--- config.mk ---
export PLATFORM = sky130hd
export DESIGN_NAME = fmap_writer
export DESIGN_NICKNAME = d
export VERILOG_FILES = /design/src/rtl/fmap_writer.sv
export SDC_FILE = /design/constraint.sdc
export NUM_CORES = 1
export LEC_CHECK = 0
export ABC_AREA = 1
export CAP_MARGIN = 15
export CORE_MARGIN = 8
export CORE_UTILIZATION = 38
export DETAILED_ROUTE_END_ITERATION = 7
export PLACE_DENSITY = 0.66
export SLEW_MARGIN = 15
export SYNTH_ARGS = -nofsm -noshare
export SYNTH_HDL_FRONTEND = slang
export SYNTH_SLANG_ARGS = --single-unit
export TNS_END_PERCENT = 30
--- constraint.sdc ---
create_clock -name clk_i -period 2 [get_ports clk_i]
set_input_delay 0.6 -clock clk_i [delete_from_list [all_inputs] [get_ports clk_i]]
set_output_delay 0.6 -clock clk_i [all_outputs]
set_load 0.005 [all_outputs]
--- src/rtl/fmap_writer.sv ---
// fmap_writer: write stage for the six-channel feature-map RAM bank.
// Accepts raster-ordered 6-channel pixels over valid/ready. For each accepted
// beat it registers a shared write address, per-channel write enables and the
// write data. After the last pixel of the frame it pulses done.
// Optional feature: define FMAP_RELU_EN to clamp negative samples to zero
// before storage. The default build (macro undefined) stores samples unmodified.
module fmap_writer #(
  parameter int WIDTH  = 126,
  parameter int HEIGHT = 126,
  parameter int ADDR_W = 14
) (
  input  logic              clk_i,
  input  logic              rst_ni,
  input  logic              start_i,
  input  logic [5:0]        ch_mask_i,
  input  logic              in_valid_i,
  output logic              in_ready_o,
  input  logic [47:0]       in_data_i,
  output logic [ADDR_W-1:0] addr_write_o,
  output logic [5:0]        we_o,
  output logic [47:0]       wr_data_o,
  output logic              busy_o,
  output logic              done_o
);

  localparam int COL_W = (WIDTH  > 1) ? $clog2(WIDTH)  : 1;
  localparam int ROW_W = (HEIGHT > 1) ? $clog2(HEIGHT) : 1;
  localparam logic [COL_W-1:0] LAST_COL = COL_W'(WIDTH - 1);
  localparam logic [ROW_W-1:0] LAST_ROW = ROW_W'(HEIGHT - 1);

  typedef enum logic [1:0] {
    S_IDLE,
    S_RUN,
    S_FLUSH
  } state_e;

  state_e state_q, state_d;

  logic [5:0]        mask_q, mask_d;
  logic [COL_W-1:0]  col_q, col_d;
  logic [ROW_W-1:0]  row_q, row_d;
  logic [ADDR_W-1:0] idx_q, idx_d;
  logic [ADDR_W-1:0] addr_q, addr_d;
  logic [5:0]        we_q, we_d;
  logic [47:0]       data_q, data_d;
  logic              done_q, done_d;

  logic beat;
  logic last_beat;

  // Storage format of one pixel: optionally rectify each signed 8-bit lane.
  function automatic logic [47:0] store_fmt(input logic [47:0] d);
    logic [47:0] r;
`ifdef FMAP_RELU_EN
    for (int i = 0; i < 6; i++) begin
      r[8*i +: 8] = d[8*i+7] ? 8'h00 : d[8*i +: 8];
    end
`else
    r = d;
`endif
    return r;
  endfunction

  assign beat      = in_valid_i && in_ready_o;
  assign last_beat = beat && (col_q == LAST_COL) && (row_q == LAST_ROW);

  // State register.
  always_ff @(posedge clk_i or negedge rst_ni) begin
    // NOTE: sequential state uses non-blocking (<=) so every register samples
    // pre-edge values regardless of block ordering.
    if (!rst_ni) begin
      state_q <= S_IDLE;
    end else begin
      state_q <= state_d;
    end
  end

  // Next-state logic: a frame runs until the last pixel, then one flush cycle.
  always_comb begin
    // NOTE: every always_comb output gets a default first so no path leaves it
    // unassigned, which would infer a latch.
    state_d = state_q;
    unique case (state_q)
      S_IDLE:  if (start_i)   state_d = S_RUN;
      S_RUN:   if (last_beat) state_d = S_FLUSH;
      S_FLUSH: state_d = S_IDLE;
      default: state_d = S_IDLE;
    endcase
  end

  // Output decode: handshake, busy flag and the done pulse request.
  always_comb begin
    in_ready_o = 1'b0;
    busy_o     = 1'b0;
    done_d     = 1'b0;
    unique case (state_q)
      S_IDLE:  ;
      S_RUN: begin
        in_ready_o = 1'b1;
        busy_o     = 1'b1;
      end
      S_FLUSH: begin
        busy_o = 1'b1;
        done_d = 1'b1;
      end
      default: ;
    endcase
  end

  // Datapath next-state: mask capture, raster counters and write bus staging.
  always_comb begin
    mask_d = mask_q;
    col_d  = col_q;
    row_d  = row_q;
    idx_d  = idx_q;
    addr_d = addr_q;
    data_d = data_q;
    we_d   = 6'h00;

    if (state_q == S_IDLE && start_i) begin
      mask_d = ch_mask_i;
      col_d  = '0;
      row_d  = '0;
      idx_d  = '0;
    end

    if (beat) begin
      addr_d = idx_q;
      we_d   = mask_q;
      data_d = store_fmt(in_data_i);
      // The index holds on the final pixel so it never passes WIDTH*HEIGHT-1.
      if (!last_beat) begin
        idx_d = idx_q + ADDR_W'(1);
        if (col_q == LAST_COL) begin
          col_d = '0;
          row_d = row_q + ROW_W'(1);
        end else begin
          col_d = col_q + COL_W'(1);
        end
      end
    end
  end

  // Datapath registers; reset mid-frame abandons the frame without done.
  always_ff @(posedge clk_i or negedge rst_ni) begin
    if (!rst_ni) begin
      mask_q <= '0;
      col_q  <= '0;
      row_q  <= '0;
      idx_q  <= '0;
      addr_q <= '0;
      we_q   <= '0;
      data_q <= '0;
      done_q <= 1'b0;
    end else begin
      mask_q <= mask_d;
      col_q  <= col_d;
      row_q  <= row_d;
      idx_q  <= idx_d;
      addr_q <= addr_d;
      we_q   <= we_d;
      data_q <= data_d;
      done_q <= done_d;
    end
  end

  assign addr_write_o = addr_q;
  assign we_o         = we_q;
  assign wr_data_o    = data_q;
  assign done_o       = done_q;

endmodule

==> results of run 1 <==
[final cells by class]
| class | instances | area share, % |
|---|---|---|
| tap | 147 | 2.81 |
| clock inverter | 6 | 1.38 |
| clock buffer | 10 | 3.50 |
| multi-input combinational | 389 | 27.4 |
| sequential | 105 | 40.1 |
| timing repair buffer | 148 | 23.1 |
| inverter | 29 | 1.66 |
[synthesized netlist by cell type (4+ instances only)]
cell type,number,share of area (%)
xnor2_1,7,1.3
nor2_1,32,2.6
inv_1,28,2.3
clkbuf_1,4,0.32
ha_1,10,2.7
nand3_1,43,4.6
o21ai_0,14,1.5
a21oi_1,6,0.65
nand4_1,7,0.95
buf_1,8,0.65
buf_2,7,0.76
nand2_1,249,20
dfrtp_1,105,57
[kinds of logic (layout without fill, tap and decap cells)]
group,Yosys count,in the layout,share of synthesized area [%]
flops,105,105,56.8
fa+ha+maj,10,10,2.70
xor+xnor,8,8,1.51
simple gates,339,339,30.1
buf+inv,51,193,4.89
compound gates,32,32,4.08
[cells in the final DEF, fill, tap and decap left out, types with 9 or more instances in the layout]
| cell type | instances |
|---|---|
| buf_4 | 14 |
| clkbuf_16 | 9 |
| clkdlybuf4s50_1 | 125 |
| dfrtp_1 | 105 |
| ha_1 | 9 |
| inv_1 | 27 |
| nand2_1 | 248 |
| nand3_1 | 43 |
| nor2_1 | 31 |
| o21ai_0 | 14 |
[metrics by stage]
step / util, % / hold WS, ps / setup WS [ps] / std cells
2_1_floorplan: - / 304 / 368 / 545
3_3_place_gp: 51.8 / 461 / -277 / 816
3_5_place_dp: 51.8 / 465 / -298 / 816
4_1_cts: 54.7 / 105 / 16.8 / 834
5_1_grt: 54.7 / 113 / 19.8 / 834
6_report: 54.7 / 110 / 65.0 / 834
[state kept, by name, summed over array words and instances, names as in the netlist]
| name | flops |
|---|---|
| done_o | 1 |
| idx_q | 14 |
| state_q | 2 |
| col_q | 7 |
| mask_q | 6 |
| wr_data_o | 48 |
| row_q | 7 |
| addr_write_o | 14 |
| we_o | 6 |
[power breakdown]
part / switching, uW / internal [uW] / total, uW / leakage, uW
Sequential: 324 / 2740 / 3060 / 0.00137
Combinational: 1310 / 1520 / 2830 / 0.00167
Clock: 783 / 1100 / 1890 / 0.000153
[worst max-delay path, stage by stage (launching register included)]
cell	delay [ps]
dfrtp_1	400
inv_2	110
ha_1	230
dlygate4sd2_1	260
[timing repair]
| item | in CTS | in global routing |
|---|---|---|
| setup endpoints to repair | 4 | 11 |
| buffers inserted | 2 | 0 |
| gates resized for setup | 5 | 1 |
| hold endpoints to repair | 0 | 0 |
[routing by layer]
metal,track usage (%),vias up
li1,-,1988
met1,19.3,1868
met2,24.3,112
met3,3.77,11
met4,3.61,0
met5,0,-
[final timing paths]
check                                startpoint              end  cells after the start
worst max register to register       state_q[1]         row_q[3]                      8
worst max-delay path                 state_q[1]           busy_o                      3
worst min-delay path                     rst_ni    wr_data_o[31]                      1
max in group asynchronous                rst_ni  addr_write_o[0]                      2
min in group clk_i              addr_write_o[3]  addr_write_o[3]                      2
worst min register to register  addr_write_o[3]  addr_write_o[3]                      2
==> results.md, run 1 <==
STA:
- The transition time at the pin with the least slew margin is 470 ps.
- The number of hold-slack violations in the final timing report is 0.
- The fmax is 0.517 GHz.
- The share of the clock period used by the worst path after layout is 96.8%.
- The accumulated negative setup slack is 0 ps.
- The final max-slew violation count is 0.
- Setup repair after global routing left no endpoint under its margin.
- The post-route minimum period is 1940 ps.
- The final-report setup violation count is 0.
- For the final database, setup skew stands at 9.42 ps.
- The worst relative slew slack is 68.6%.

Die:
- The horizontal extent of the die is 126 um.
- The number of placement rows is 40.
- For this configuration, the core starts out at a cell density of 38.7%.
- The placeable core region is 12000 um^2.
- The number of top-level pins is 129.
- The die covers 16000 um^2.
- The vertical extent of the die is 126 um.

Routing:
- The routed design uses 656 um of met3 wire.
- After detailed routing, the number of remaining DRC violations is 0.
- Signal routing reaches up to met4.
- The total number of vias is 3979.
- The amount of wire on met2 after detailed routing is 5610 um.
- For this block, the initial DRC count from the detailed router was 324.
- For this run, the detailed router's first-pass iteration total came to 4.
- In the routed layout, each cell is associated on average with a via count of 4.77.
- The routed length per instance is 14.3 um.
- The routed wire length is 11900 um.
- The antenna violation net count after detailed routing is 0.
- The sum of routed wire segments on met1 is 5570 um.

Setup path:
- The worst setup path is captured at an output pin.
- The maximum fanout along the worst path is 4.
- The worst setup path is launched from a flip-flop.
- Data on the critical path is required at its endpoint by 1400 ps.
- The critical path data arrival time is 1340 ps.
- The type of the worst setup path is flip-flop to output pin.
- Setup slack on the worst reg-to-reg path comes out at 310 ps.

Logic synthesis:
- Summing every instance area after synthesis gives 4630 um^2.
- The number of storage elements in the synthesis netlist is 105.
- The sequential-to-total area share from yosys stat is 56.8%.
- The count of unique library cells instantiated by Yosys is 31.
- The most common flop cell mapped by yosys is dfrtp_1.
- In the synthesized netlist the async set-or-reset flop fraction comes to 100%.
- The post-synthesis net count is 613.
- Synthesis produced 545 cells.
- The synthesized area per cell is 8.49 um^2.
- During synthesis, Yosys emitted a total of 0 warnings.
- The number of enable flip-flop cells after synthesis is 0.

Pwr:
- In this run the power density over the cells is 1190 nW/um^2.
- The maximum ir drop on the vdd rail is 0.389 mV.
- The analysis attributes to cell leakage a power of 0.00319 uW.
- The power after layout is 7780 uW.

Placed design:
- After detailed placement, the total cell area comes to 6200 um^2.
- The routability-driven placement congestion ratio is 0.817.
- The count of input and output buffers is 128.
- The detailed placer's ending HPWL is 8870 um.

Clocking:
- The number of sinks driven by the clock tree is 105.
- No sink is reached through more buffers than the 2 on the longest clock path.
- The clock tree root buffer cell is clkbuf_16.
- The TritonCTS clock tree is yes.
- Hold repair after CTS inserted 0 buffers.
- After clock tree synthesis, the clock-pin slew on the worst setup and hold paths is 70 ps.
- Counting the buffers created by CTS gives 9.
- The clock reaches the later pin of the worst-skew pair after 340 ps.
- The H-tree depth reported by CTS is 3.

Global routing:
- The pin count of the biggest net entering global routing is 49.
- The first global-routing pass estimated 19500 um of wire.
- Global routing consumed, over all layers together, 14.9% of the routing resources.
- The total congestion overflow is 0.
- The initial antenna violation count is 0.
- The number of global-route vias before repair is 3884.

Layout:
- In the final layout, flip-flops and latches occupy 2630 um^2.
- The area of combinational cells with multiple inputs is 1790 um^2.
- The antenna diode count is 0.
- The post-route netlist has 7.57% of its cells at a drive strength greater than 1.
- For this run, the post-layout net count is 750.
- The finished cells cover 6550 um^2.
- The layout has 1092 filler cells.
- The post-synthesis to final-layout area growth is 41.4%.

Job:
- The number of violations of the max-capacitance limit is 0.

Status:
- The run finished with clean final reports.

Worst hold path:
- The class of the most critical hold timing path is input pin to async pin.
No activity file was read; power rests on OpenSTA's default activity.
==> run 2: changes to the inputs <==
CORE_ASPECT_RATIO = 1.25   (was default)
==> results.md, run 2 (synthesis gave the netlist of run 1 again) <==
Status:
- The flow ran to the end, and the final reports show no timing, DRC or antenna violations.

Setup path:
- The critical path contains buffers and inverters numbering 2 combined.
- Traced cell by cell, the critical path runs through inv_2, ha_1, dlygate4sd2_1.
- The internal reg-to-reg setup slack is 210 ps.
- Data on the critical path arrives at its endpoint at 1330 ps.
- The startpoint class of the critical path is a flip-flop.
- In this run the worst path has a maximum fanout of 3.
- For the worst setup path, the data required time is 1400 ps.
- The slowest stage of the critical path is the dfrtp_1 cell.
- In this design, the stage delay of the slowest critical-path cell is 400 ps.
- The kind of cell with the highest combined delay on the critical path is flip-flops.
- The worst setup path is of the flip-flop to output pin kind.
- STA classifies the critical path endpoint as an output pin.

Placed design:
- OpenSTA, run right after detailed placement, puts the worst setup slack at -283 ps.
- Detailed placement ended at an HPWL of 8870 um.
- During placement, the flow inserted port buffers numbering 128.
- The congestion estimate from routability-driven global placement came to 0.880.

STA:
- The final max-slew violation count is 0.
- Headroom to the max-slew limit came out at 64.2%.
- For the pin with the worst max-slew slack, the measured transition is 537 ps.
- The number of hold-slack violations in the final timing report is 0.
- Setup violations remaining at the end of the flow were counted as 0.
- Once routing completed, OpenROAD measured the worst setup slack at 69.2 ps.
- Of the available clock period, the critical path in the final layout requires 96.5%.
- Setup repair after global routing left no endpoint under its margin.
- Between clock sinks in the finished design, the worst skew comes to 7.71 ps.
- Derived from the worst setup path, the maximum achievable clock frequency is 0.518 GHz.
- Final hold analysis gives a worst-case slack of 156 ps.
- The post-route minimum period is 1930 ps.

Clocking:
- Counting every sink on the clock net gives 105.
- The insertion delay to the later sink of the worst-skew pair is 340 ps.
- After clock tree synthesis, the clock-pin slew on the worst setup and hold paths is 70 ps.
- The number of buffers on the longest clock path is 2.
- The H-tree depth reported by CTS is 3.
- TritonCTS built the clock tree.
- The clock tree root buffer cell is clkbuf_16.
- Buffers inserted during clock tree synthesis total 9.

Pwr:
- The combinational group share of total power is 36.4%.
- Summed over all nets, the switching power comes to 2380 uW.
- The power per cell area is 1170 nW/um^2.
- The internal portion of total power is 5250 uW.
- The switching share of power is 31.2%.
- For this design the static power due to leakage is 0.00318 uW.
- The sequential share of power is 40.0%.
- The share of total power dissipated in the clock network is 23.5%.
- The maximum ir drop on the vdd rail is 0.537 mV.

Die:
- The initial utilization of the core area, before any placement, comes to 38.4%.
- Measured along the x axis, the die boundary spans 115 um.
- The area of the die is 16000 um^2.
- The vertical extent of the die is 139 um.
- The total area inside the core boundary comes to 12000 um^2.
- The number of top-level pins is 129.
- After floorplanning, the core was divided into 45 placement rows.

Global routing:
- The initial antenna violation count is 0.
- The first-pass GRT wire length is 20000 um.
- Global routing used 15.4% of the available tracks.
- For this run the aggregate overflow at the end of global routing stands at 0.
- Entering global routing, the biggest net connects 53 pins.
- The number of global-route vias before repair is 4087.

Layout:
- The top cell types in the final layout, fill and taps aside, are nand2_1, clkdlybuf4s50_1, dfrtp_1, nand3_1, nor2_1.
- The post-synthesis to final-layout area growth is 41.3%.
- Cells fill 54.3% of the core in the end.
- The share of final-layout standard cells stronger than drive strength 1 is 7.71%.
- The flip-flop count of the largest register after layout is 48.
- The most common cell after layout, fill and taps aside is nand2_1.
- The final-stage net count is 750.
- 0 antenna diodes ended up in the layout.

Routing:
- After detailed routing, the number of vias per cell comes to 4.75.
- Wires add up to 12100 um.
- The total number of vias is 4041.
- The detailed-route DRC error count is 0.
- The routed length per instance is 14.3 um.
- The antenna violation net count after detailed routing is 0.
- The violation count after the first detailed-route iteration is 306.
- The pre-antenna-repair detailed-routing pass consisted of 4 iterations.

Worst hold path:
- The class of the most critical hold timing path is input pin to async pin.

Job:
- The number of violations of the max-capacitance limit is 0.
==> run 2: changes by cell type in the layout (fill, tap and decap cells not counted), sizes merged <==
cell and delta:
bufinv -1, clkbuf +1, clkinv -1, clkinvlp +1
==> run 2: power by group through the flow <==
stage	Combinational, uW	Clock [uW]	Sequential [uW]
global route	3080	1950	3130
global placement	2720	0	3080
detailed placement	2790	0	3100
finish	2780	1800	3060
CTS	2830	1850	3060
floorplan	1090	0	3120
==> run 2: what timing repair did <==
item / 4_1_cts / 5_1_grt
hold buffers: 0 / 0
gates resized for setup: 6 / 1
buffers inserted: 2 / 1
setup endpoints to repair: 3 / 1
==> run 2: cell type report <==
class,count,area (um^2)
Clock buffer,11,243
Clock inverter,5,62.6
Fill cell,1109,5510
Inverter,29,109
Multi-Input combinational cell,389,1790
Sequential cell,105,2630
Tap cell,164,205
Timing Repair Buffer,148,1500
==> run 2: metrics by stage <==
step	total power (uW)	TNS, ps	cell area [um^2]	instances
2_1_floorplan	4210	0	4630	545
3_3_place_gp	5800	-2380	6200	832
3_5_place_dp	5880	-3660	6200	832
4_1_cts	7730	0	6530	850
5_1_grt	8170	0	6540	851
6_report	7640	0	6540	851
==> run 2: path summary, 6_finish.rpt <==
path                              endpoint  depth (start not counted)       startpoint
setup / recovery                    busy_o                          3       state_q[1]
hold / removal                wr_data_o[0]                          1           rst_ni
setup reg to reg                  idx_q[9]                          9         col_q[1]
hold reg to reg            addr_write_o[3]                          2  addr_write_o[3]
max in group asynchronous         col_q[0]                          2           rst_ni
min in group clk_i         addr_write_o[3]                          2  addr_write_o[3]
==> run 2: metal layers <==
metal  track usage [%]  wire, um
met5                 0         0
met4              6.66       282
met3              4.11       816
met2              26.0      5780
met1              17.9      5260
==> run 3: changes to the inputs <==
RECOVER_POWER = 25   (was default)
==> results.md, run 3 (synthesis gave the netlist of run 1 again) <==
Job:
- The number of violations of the max-capacitance limit is 0.

Global routing:
- met2 is the most crowded layer.
- The number of global-route vias before repair is 4087.
- The pin count of the biggest net entering global routing is 53.
- Global routing used 26.0% of the available met2 tracks.
- The total congestion overflow is 0.
- The initial antenna violation count came to 0.
- The total routing usage reported by global routing is 15.4%.
- For met1 alone, demand over resource in global routing was 17.9%.
- The first-pass GRT wire length is 20000 um.
- Global routing consumed, on the met3 layer, 4.11% of the routing resources.

Placed design:
- The congestion estimate from routability-driven global placement came to 0.880.
- The worst slack after detailed placement is -283 ps.
- The detailed placer's ending HPWL is 8870 um.
- During placement, the flow inserted port buffers numbering 128.

Die:
- The placeable core region is 12000 um^2.
- For this design the top-level I/O count stands at 129.
- The die covers 16000 um^2.
- The effective utilization at floorplan is 38.4%.
- The number of placement rows is 45.
- The vertical extent of the die is 139 um.
- The horizontal extent of the die is 115 um.

STA:
- The final-report setup violation count is 0.
- The worst-case hold slack is 480 ps.
- The share of the clock period used by the worst path after layout is 96.7%.
- The worst relative slew slack is 16.8%.
- The worst setup margin is 66.9 ps.
- The final max-slew violation count came to 0.
- The worst path in the final design needs a cycle of 1930 ps, including I/O delays and setup.
- Across the routed clock network, the largest skew measured is 8.67 ps.
- Setup repair after global routing left no endpoint under its margin.
- For this run, the top clock speed supported by timing is 0.517 GHz.
- At the pin with the least slew margin, the transition time is 1250 ps.
- The number of hold-slack violations in the final timing report came to 0.

Setup path:
- The critical register-to-register path startpoint is col_q[1].
- STA classifies the critical path startpoint as a flip-flop.
- STA puts the critical path data required time at 1400 ps.
- The startpoint of the worst setup timing path is state_q[1].
- Data arrives at the worst endpoint at 1330 ps.
- STA classifies the critical path endpoint as an output pin.
- The critical path is of the flip-flop to output pin type.
- Along the worst path, the maximum fanout reaches 3.

Clocking:
- Buffers inserted to repair hold after CTS numbered 0.
- Clock latency on the worst-skew pair, taken at its later pin, is 340 ps.
- The total clock buffers created by CTS is 9.
- Clock tree synthesis found a total of 105 sinks.
- The clock-pin slew on the worst setup and hold paths is 70 ps.
- The H-tree depth reported by CTS is 3.
- TritonCTS built the clock tree.
- The cell sitting at the root of the clock tree is a clkbuf_16.
- The number of buffers on the longest clock path is 2.

Layout:
- The count of filler cells inserted in the layout is 1113.
- The most common cell after layout, fill and taps aside is nand2_1.
- The post-synthesis to final-layout area growth is 40.7%.
- For this run, the post-layout net count is 750.
- The area taken by flip-flops and latches is 2630 um^2.
- The area of combinational cells with multiple inputs is 1790 um^2.
- 0 antenna diodes ended up in the layout.
- The share of final-layout standard cells stronger than drive strength 1 is 7.57%.
- The final standard cell utilization of the core is 54.0%.
- The flip-flop count of the largest register after layout is 48.
- The top cell types in the final layout, fill and taps aside, are nand2_1, clkdlybuf4s50_1, dfrtp_1, nand3_1, nor2_1.

Routing:
- Using the TritonRoute via totals, the vias-per-cell ratio works out to 4.75.
- In the routed design, unresolved DRC markers number 0.
- The first TritonRoute pass finished after 4 iterations.
- The routed design has 12100 um of wire.
- The violation count after the first detailed-route iteration is 322.
- In the final routed layout, each cell accounts on average for 14.3 um.
- The antenna violation net count after detailed routing is 0.
- The total number of vias is 4046.

Pwr:
- The leakage power figure is 0.00316 uW.
- The switching share of power is 31.2%.
- Registers are responsible for 40.1% of the overall power.
- The maximum ir drop on the vdd rail is 0.537 mV.
- The design draws 7620 uW.
- The power per cell area is 1170 nW/um^2.
- The proportion of power drawn by the clock network is 23.5%.
- The analysis attributes to net switching a power of 2380 uW.
- Cell internal power was estimated by the tool at 5240 uW.
- The combinational group share of total power is 36.4%.

Worst hold path:
- The startpoint of the tightest hold check path is wr_data_o[36].
- The class of the most critical hold timing path is flip-flop to flip-flop.

Status:
- The flow ran to the end, and the final reports show no timing, DRC or antenna violations.
==> run 3: cell types whose count changed in the layout (fill, tap and decap cells not counted), sizes merged <==
cell	previous run	this run
buf	21	18
clkbuf	11	14
==> run 3: per-layer routing <==
metal / vias up / routed length [um]
li1: 1981 / -
met5: - / 0
met3: 21 / 804
met1: 1920 / 5200
met4: 0 / 283
met2: 124 / 5850
==> run 3: what timing repair did <==
| item | CTS | global route |
|---|---|---|
| buffers inserted | 2 | 1 |
| endpoints found under the setup margin | 3 | 1 |
| gates resized for setup | 6 | 1 |
| hold endpoints to repair | 0 | 0 |
==> run 3: path summary, 6_finish.rpt <==
kind	end	slack (ps)	cells after the start
setup / recovery	busy_o	70	3
hold / removal	wr_data_o[36]	480	2
setup reg to reg	idx_q[9]	240	9
hold reg to reg	wr_data_o[36]	480	2
max in group asynchronous	wr_data_o[5]	320	2
min in group asynchronous	wr_data_o[2]	500	1
==> run 3: power groups by stage <==
stage | registers, uW | logic, uW | clock network (uW)
2_1_floorplan | 3120 | 1090 | 0
6_report | 3060 | 2770 | 1790
5_1_grt | 3130 | 3080 | 1950
4_1_cts | 3060 | 2830 | 1850
3_3_place_gp | 3080 | 2720 | 0
3_5_place_dp | 3100 | 2790 | 0
==> run 3: metrics by stage <==
step                setup TNS, ps  instance area [um^2]  cells
global route                    0                  6510    851
global placement            -2380                  6200    832
CTS                             0                  6530    850
detailed placement          -3660                  6200    832
finish                          0                  6510    851
floorplan                       0                  4630    545
==> run 3: critical path: stages (launching register included) <==
cell	delay, ps
dfrtp_1	400
inv_2	100
ha_1	230
dlygate4sd2_1	260
==> run 3: area by class of cell <==
| class | count | area share (%) |
|---|---|---|
| multi-input cells | 389 | 27.5 |
| clock buffers | 11 | 3.73 |
| well taps | 164 | 3.15 |
| inverters | 29 | 1.67 |
| clock inverters | 5 | 0.961 |
| repair buffers | 148 | 22.6 |
| flip-flops and latches | 105 | 40.3 |
